[src/rtl/id_ex_pipe.sv]
// ID/EX pipeline register with load-use stall, flush and bubble counter.
// Define ID_EX_HAZARD_DETECT_EN to enable load-use detection and bubble counting.
module id_ex_pipe #(
  parameter int DW   = 32,
  parameter int CNTW = 16
) (
  input  logic            clk,
  input  logic            rst_n,
  input  logic            flush_i,
  input  logic            id_valid_i,
  input  logic            id_regwrite_i,
  input  logic            id_memtoreg_i,
  input  logic            id_memwrite_i,
  input  logic            id_alusrc_i,
  input  logic            id_regdst_i,
  input  logic            id_jump_i,
  input  logic            id_branch_i,
  input  logic [1:0]      id_branch_condition_i,
  input  logic [3:0]      id_alucontrol_i,
  input  logic [DW-1:0]   id_rd1_i,
  input  logic [DW-1:0]   id_rd2_i,
  input  logic [DW-1:0]   id_imm_i,
  input  logic [DW-1:0]   id_pcplus4_i,
  input  logic [4:0]      id_rs_i,
  input  logic [4:0]      id_rt_i,
  input  logic [4:0]      id_rd_i,
  input  logic [4:0]      id_shamt_i,
  output logic            ex_valid_o,
  output logic            ex_regwrite_o,
  output logic            ex_memtoreg_o,
  output logic            ex_memwrite_o,
  output logic            ex_alusrc_o,
  output logic            ex_regdst_o,
  output logic            ex_jump_o,
  output logic            ex_branch_o,
  output logic [1:0]      ex_branch_condition_o,
  output logic [3:0]      ex_alucontrol_o,
  output logic [DW-1:0]   ex_rd1_o,
  output logic [DW-1:0]   ex_rd2_o,
  output logic [DW-1:0]   ex_imm_o,
  output logic [DW-1:0]   ex_pcplus4_o,
  output logic [4:0]      ex_rs_o,
  output logic [4:0]      ex_rt_o,
  output logic [4:0]      ex_rd_o,
  output logic [4:0]      ex_shamt_o,
  output logic            stall_o,
  output logic [CNTW-1:0] bubble_cnt_o
);

  logic bubble;

`ifdef ID_EX_HAZARD_DETECT_EN
  logic uses_rt;
  logic rs_hit;
  logic rt_hit;

  assign uses_rt = id_regdst_i | id_memwrite_i | id_branch_i;
  assign rs_hit  = (ex_rt_o == id_rs_i);
  assign rt_hit  = uses_rt & (ex_rt_o == id_rt_i);

  // Loads write rt; $0 is never a real destination.
  assign stall_o = ex_valid_o & ex_memtoreg_o
                 & (ex_rt_o != 5'd0)
                 & id_valid_i & ~flush_i
                 & (rs_hit | rt_hit);

  always_ff @(posedge clk or negedge rst_n) begin
    if (!rst_n) begin
      bubble_cnt_o <= '0;
    end else if (stall_o && !(&bubble_cnt_o)) begin
      bubble_cnt_o <= bubble_cnt_o
                    + {{(CNTW-1){1'b0}}, 1'b1};
    end
  end
`else
  assign stall_o      = 1'b0;
  assign bubble_cnt_o = '0;
`endif

  assign bubble = flush_i | stall_o;

  always_ff @(posedge clk or negedge rst_n) begin
    if (!rst_n) begin
      ex_valid_o            <= 1'b0;
      ex_regwrite_o         <= 1'b0;
      ex_memtoreg_o         <= 1'b0;
      ex_memwrite_o         <= 1'b0;
      ex_alusrc_o           <= 1'b0;
      ex_regdst_o           <= 1'b0;
      ex_jump_o             <= 1'b0;
      ex_branch_o           <= 1'b0;
      ex_branch_condition_o <= 2'd0;
      ex_alucontrol_o       <= 4'd0;
    end else if (bubble) begin
      ex_valid_o            <= 1'b0;
      ex_regwrite_o         <= 1'b0;
      ex_memtoreg_o         <= 1'b0;
      ex_memwrite_o         <= 1'b0;
      ex_alusrc_o           <= 1'b0;
      ex_regdst_o           <= 1'b0;
      ex_jump_o             <= 1'b0;
      ex_branch_o           <= 1'b0;
      ex_branch_condition_o <= 2'd0;
      ex_alucontrol_o       <= 4'd0;
    end else begin
      ex_valid_o            <= id_valid_i;
      ex_regwrite_o         <= id_regwrite_i;
      ex_memtoreg_o         <= id_memtoreg_i;
      ex_memwrite_o         <= id_memwrite_i;
      ex_alusrc_o           <= id_alusrc_i;
      ex_regdst_o           <= id_regdst_i;
      ex_jump_o             <= id_jump_i;
      ex_branch_o           <= id_branch_i;
      ex_branch_condition_o <= id_branch_condition_i;
      ex_alucontrol_o       <= id_alucontrol_i;
    end
  end

  // Data and fields load even on a bubble; downstream ignores them.
  always_ff @(posedge clk or negedge rst_n) begin
    if (!rst_n) begin
      ex_rd1_o     <= '0;
      ex_rd2_o     <= '0;
      ex_imm_o     <= '0;
      ex_pcplus4_o <= '0;
      ex_rs_o      <= 5'd0;
      ex_rt_o      <= 5'd0;
      ex_rd_o      <= 5'd0;
      ex_shamt_o   <= 5'd0;
    end else begin
      ex_rd1_o     <= id_rd1_i;
      ex_rd2_o     <= id_rd2_i;
      ex_imm_o     <= id_imm_i;
      ex_pcplus4_o <= id_pcplus4_i;
      ex_rs_o      <= id_rs_i;
      ex_rt_o      <= id_rt_i;
      ex_rd_o      <= id_rd_i;
      ex_shamt_o   <= id_shamt_i;
    end
  end

endmodule
[config.mk]
export PLATFORM = sky130hd
export DESIGN_NAME = id_ex_pipe
export DESIGN_NICKNAME = d
export VERILOG_FILES = /design/src/rtl/id_ex_pipe.sv
export SDC_FILE = /design/constraint.sdc
export NUM_CORES = 1
export LEC_CHECK = 0
export CAP_MARGIN = 20
export CORE_AREA = 2 2 132 134
export CTS_CLUSTER_SIZE = 20
export DETAILED_ROUTE_END_ITERATION = 10
export DIE_AREA = 0 0 134 136
export PLACE_DENSITY = 0.65
export SLEW_MARGIN = 40
export SYNTH_ARGS = -nofsm -noshare
export SYNTH_HDL_FRONTEND = slang
export SYNTH_SLANG_ARGS = --single-unit
export TNS_END_PERCENT = 1
[constraint.sdc]
create_clock -name clk -period 0.8 [get_ports clk]
set_input_delay 0.08 -clock clk [delete_from_list [all_inputs] [get_ports clk]]
set_output_delay 0.08 -clock clk [all_outputs]
set_load 0.03 [all_outputs]
Word level (Yosys, flattened, before mapping)
Cells that the tools add are included.
{ "op_classes": {"muxes": 10} }
{ "op_table": {"columns": ["op", "n"], "rows": [
  ["1-bit two-way mux", 8],
  ["4-bit two-way mux", 1],
  ["2-bit two-way mux", 1]
]} }
{ "word_totals": {"register_bits": 162, "out_inout_bits": 179, "wordCells": 28} }

Logic depth before layout (Yosys ltp)
{ "logic_depth": {"ltp_word": 1, "depth_mapped": 2, "ltp_nobuf": 1} }

Least setup slack after synthesis
Ideal clock, no wire load.
{ "synth_timing": {"path_kind": "reg2out", "startpoint": "register ex_alucontrol_o[0]", "endpoint": "output ex_alucontrol_o[0]", "path_slack_ps": 253, "path_buffers": 0, "t_arrival_ps": 467, "stages_incl_launch_ff": 1, "path_cell_list": "dfrtp_1"} }
{ "synth_lines": {"columns": ["element", "line_no", "text"], "rows": [
  ["from (decl)", "37", "output logic [3:0] ex_alucontrol_o,"],
  ["from (signal assigned)", "115", "ex_alucontrol_o <= id_alucontrol_i;"]
]} }
No word-level cell between the ends.

Worst setup path in the final report
{ "layout_timing": {"startpoint": "register ex_rd2_o[5]", "endpoint": "output ex_rd2_o[5]"} }
{ "layout_lines": {"columns": ["element", "line_no", "text"], "rows": [
  ["from (decl)", "39", "output logic [DW-1:0] ex_rd2_o,"],
  ["from (signal assigned)", "132", "ex_rd2_o <= id_rd2_i;"]
]} }
No word-level cell between the ends.

==> results.sh <==
export IMPL_dpl_cell_area_sq_um=7800
export IMPL_rsz0062_at_grt="yes"
export IMPL_initial_utilization_pct=25.6
export IMPL_crit_slowest_cell="dfrtp_1"
export IMPL_layout_drive_gt1_share_pct=37.9
export IMPL_final_setup_viol_count=162
export IMPL_die_h_microns=136
export IMPL_critPathKind="reg -> out"
export IMPL_io_pins=344
export IMPL_report_final_slew_viol_count=0
export IMPL_routabilityCongestion=0.836
export IMPL_coreArea_sq_um=16900
export IMPL_power_uw=20200
export IMPL_grt_pass1_wl_mm=19.1
export IMPL_grt_pass1_vias=3188
export IMPL_hold_class="in -> async"
export IMPL_end_kind="primary output"
export IMPL_dp_cells=752
export IMPL_grtUsageTotal_pct=14.7
export IMPL_layout_min_cycle_time_ns=1.07
export IMPL_crit_family="flip-flops"
export IMPL_stdcell_area_sq_um=8930
export IMPL_dpl_hpwl_mm=10.6
export IMPL_fp_dieW_microns=134
export IMPL_cp_slowest_stage_delay_ns=0.42
export IMPL_status="finished, violations left"
export IMPL_clockRootBuffer="clkbuf_16"
export IMPL_drc_errors=0
export IMPL_rows=48
export IMPL_nFillCells=1370
export IMPL_nets=712
export IMPL_antenna_found_initial=0
export IMPL_syn_area_sq_um=4310
export IMPL_worstPathRequired_ns=0.72
export IMPL_cts_setup_buffers=0
export IMPL_via_per_inst=3.67
export IMPL_peakVddDrop_mv=1.30
export IMPL_vias=2878
export IMPL_hold_ws_ns=0.0861
export IMPL_finalHoldViolCount=0
export IMPL_power_density_nw_per_um2=2260
export IMPL_clk_pin_slew_ns=0.07
export IMPL_ys_types=7
export IMPL_drt_iter0_drc=86
export IMPL_violations="setup timing"
export IMPL_cp_max_fo=1
export IMPL_ys_ff_latch=162
export IMPL_final_core_util_pct=52.9
export IMPL_clockBufferDepth=2
export IMPL_ys_seq_area_share_pct=94.0
export IMPL_post_drt_wl_per_cell_microns=17.0
export IMPL_firstDrtPassIters=3
export IMPL_synthCells=195
export IMPL_leakagePower_uw=0.00408
export IMPL_routed_wirelength_mm=13.3
export IMPL_crit_chain="buf_12"
export IMPL_fin_ws_ns=-0.266
export IMPL_tritoncts="done"
export IMPL_cap_violations=0
export IMPL_min_period_over_period_pct=133
export IMPL_h_tree_depth=4
export IMPL_ant_nets=0
export IMPL_dieArea_sq_um=18200
export IMPL_final_cells=785
export IMPL_worstPathArrival_ns=0.99
export IMPL_syn2layout_area_growth_pct=107
export IMPL_n_antenna_cell=0
export IMPL_max_freq_ghz=0.938
export IMPL_port_buffers=326
export IMPL_cp_buffers_inverters=1
export IMPL_grt_max_degree=44
export IMPL_clock_sinks=162
export IMPL_synth_yosys_warnings=0
export IMPL_start_kind="flop"
export IMPL_cts_buffers=17
export IMPL_avgSynthCellArea_sq_um=22.1
export IMPL_grt_overflow=0
[kinds of logic after synthesis]
group         after synthesis  share of synthesized area [%]
buf+inv                    18                           3.22
flops                     162                           94.0
other cells                 1                         0.0869
simple gates               14                           2.70
[layer usage]
layer	vias to the layer above	track usage, %	share of wire (%)
met3	21	6.71	9.2
met4	0	7.33	2.6
met5	-	0	0
met2	171	26.3	55
met1	1410	14.4	33
li1	1276	-	-
[path summary, 6_finish.rpt]
check                      cells after the start  slack [ns]               to          from
setup / recovery                               1       -0.27      ex_rd2_o[5]   ex_rd2_o[5]
hold / removal                                 2        0.09      ex_imm_o[6]         rst_n
max in group asynchronous                      3        0.22  ex_pcplus4_o[0]         rst_n
min in group clk                               1        0.10     ex_rd1_o[13]  id_rd1_i[13]
[cells in the mapped netlist]
| cell type | number | share of area [%] |
|---|---|---|
| conb_1 | 1 | 0.087 |
| buf_4 | 17 | 3.0 |
| dfrtp_1 | 162 | 94 |
| nor2b_1 | 1 | 0.15 |
| and2b_1 | 3 | 0.52 |
| buf_6 | 1 | 0.26 |
| nor2b_2 | 10 | 2.0 |
[power by group]
| group | switching [uW] | internal [uW] |
|---|---|---|
| clock | 3390 | 4810 |
| sequential | 226 | 8610 |
| combinational | 1490 | 1680 |
[stage by stage]
stage                     setup WS, ns  TNS [ns]
after global placement          -0.179     -2.33
after floorplan                  0.253         0
after global routing            -0.313    -41.32
after detailed placement        -0.198     -2.59
final                           -0.266    -34.18
after CTS                       -0.297    -38.83
[flip-flops by register name (all words and copies together) (netlist names), 4 cells and up]
register	cells
ex_imm_o	32
ex_rs_o	5
ex_rd_o	5
ex_shamt_o	5
ex_pcplus4_o	32
ex_rd1_o	32
ex_alucontrol_o	4
ex_rt_o	5
ex_rd2_o	32
[final cells by class]
cell class                 count  area, sq um  share of cell area [%]
tap                          225          282                    3.15
clock buffer                  19          443                    4.96
clock inverter                13          163                    1.82
timing repair buffer         335         3810                    42.7
multi-input combinational     31          180                    2.02
sequential                   162         4050                    45.4
[cells in the final DEF (no fill, tap or decap), drive strengths merged]
master / count
and2b: 3
clkbuf: 19
clkinvlp: 1
buf: 171
clkdlybuf4s50: 163
inv: 8
nor2b: 11
conb: 17
clkinv: 2
dlygate4sd3: 1
dfrtp: 162
bufinv: 2
[what timing repair did]
item / 4_1_cts / 5_1_grt
hold buffers: 1 / 0
endpoints found under the setup margin: 162 / 162
gates resized for setup: 138 / 0
endpoints found under the hold margin: 162 / 0
Note: power is estimated with default switching activity, not from simulation.
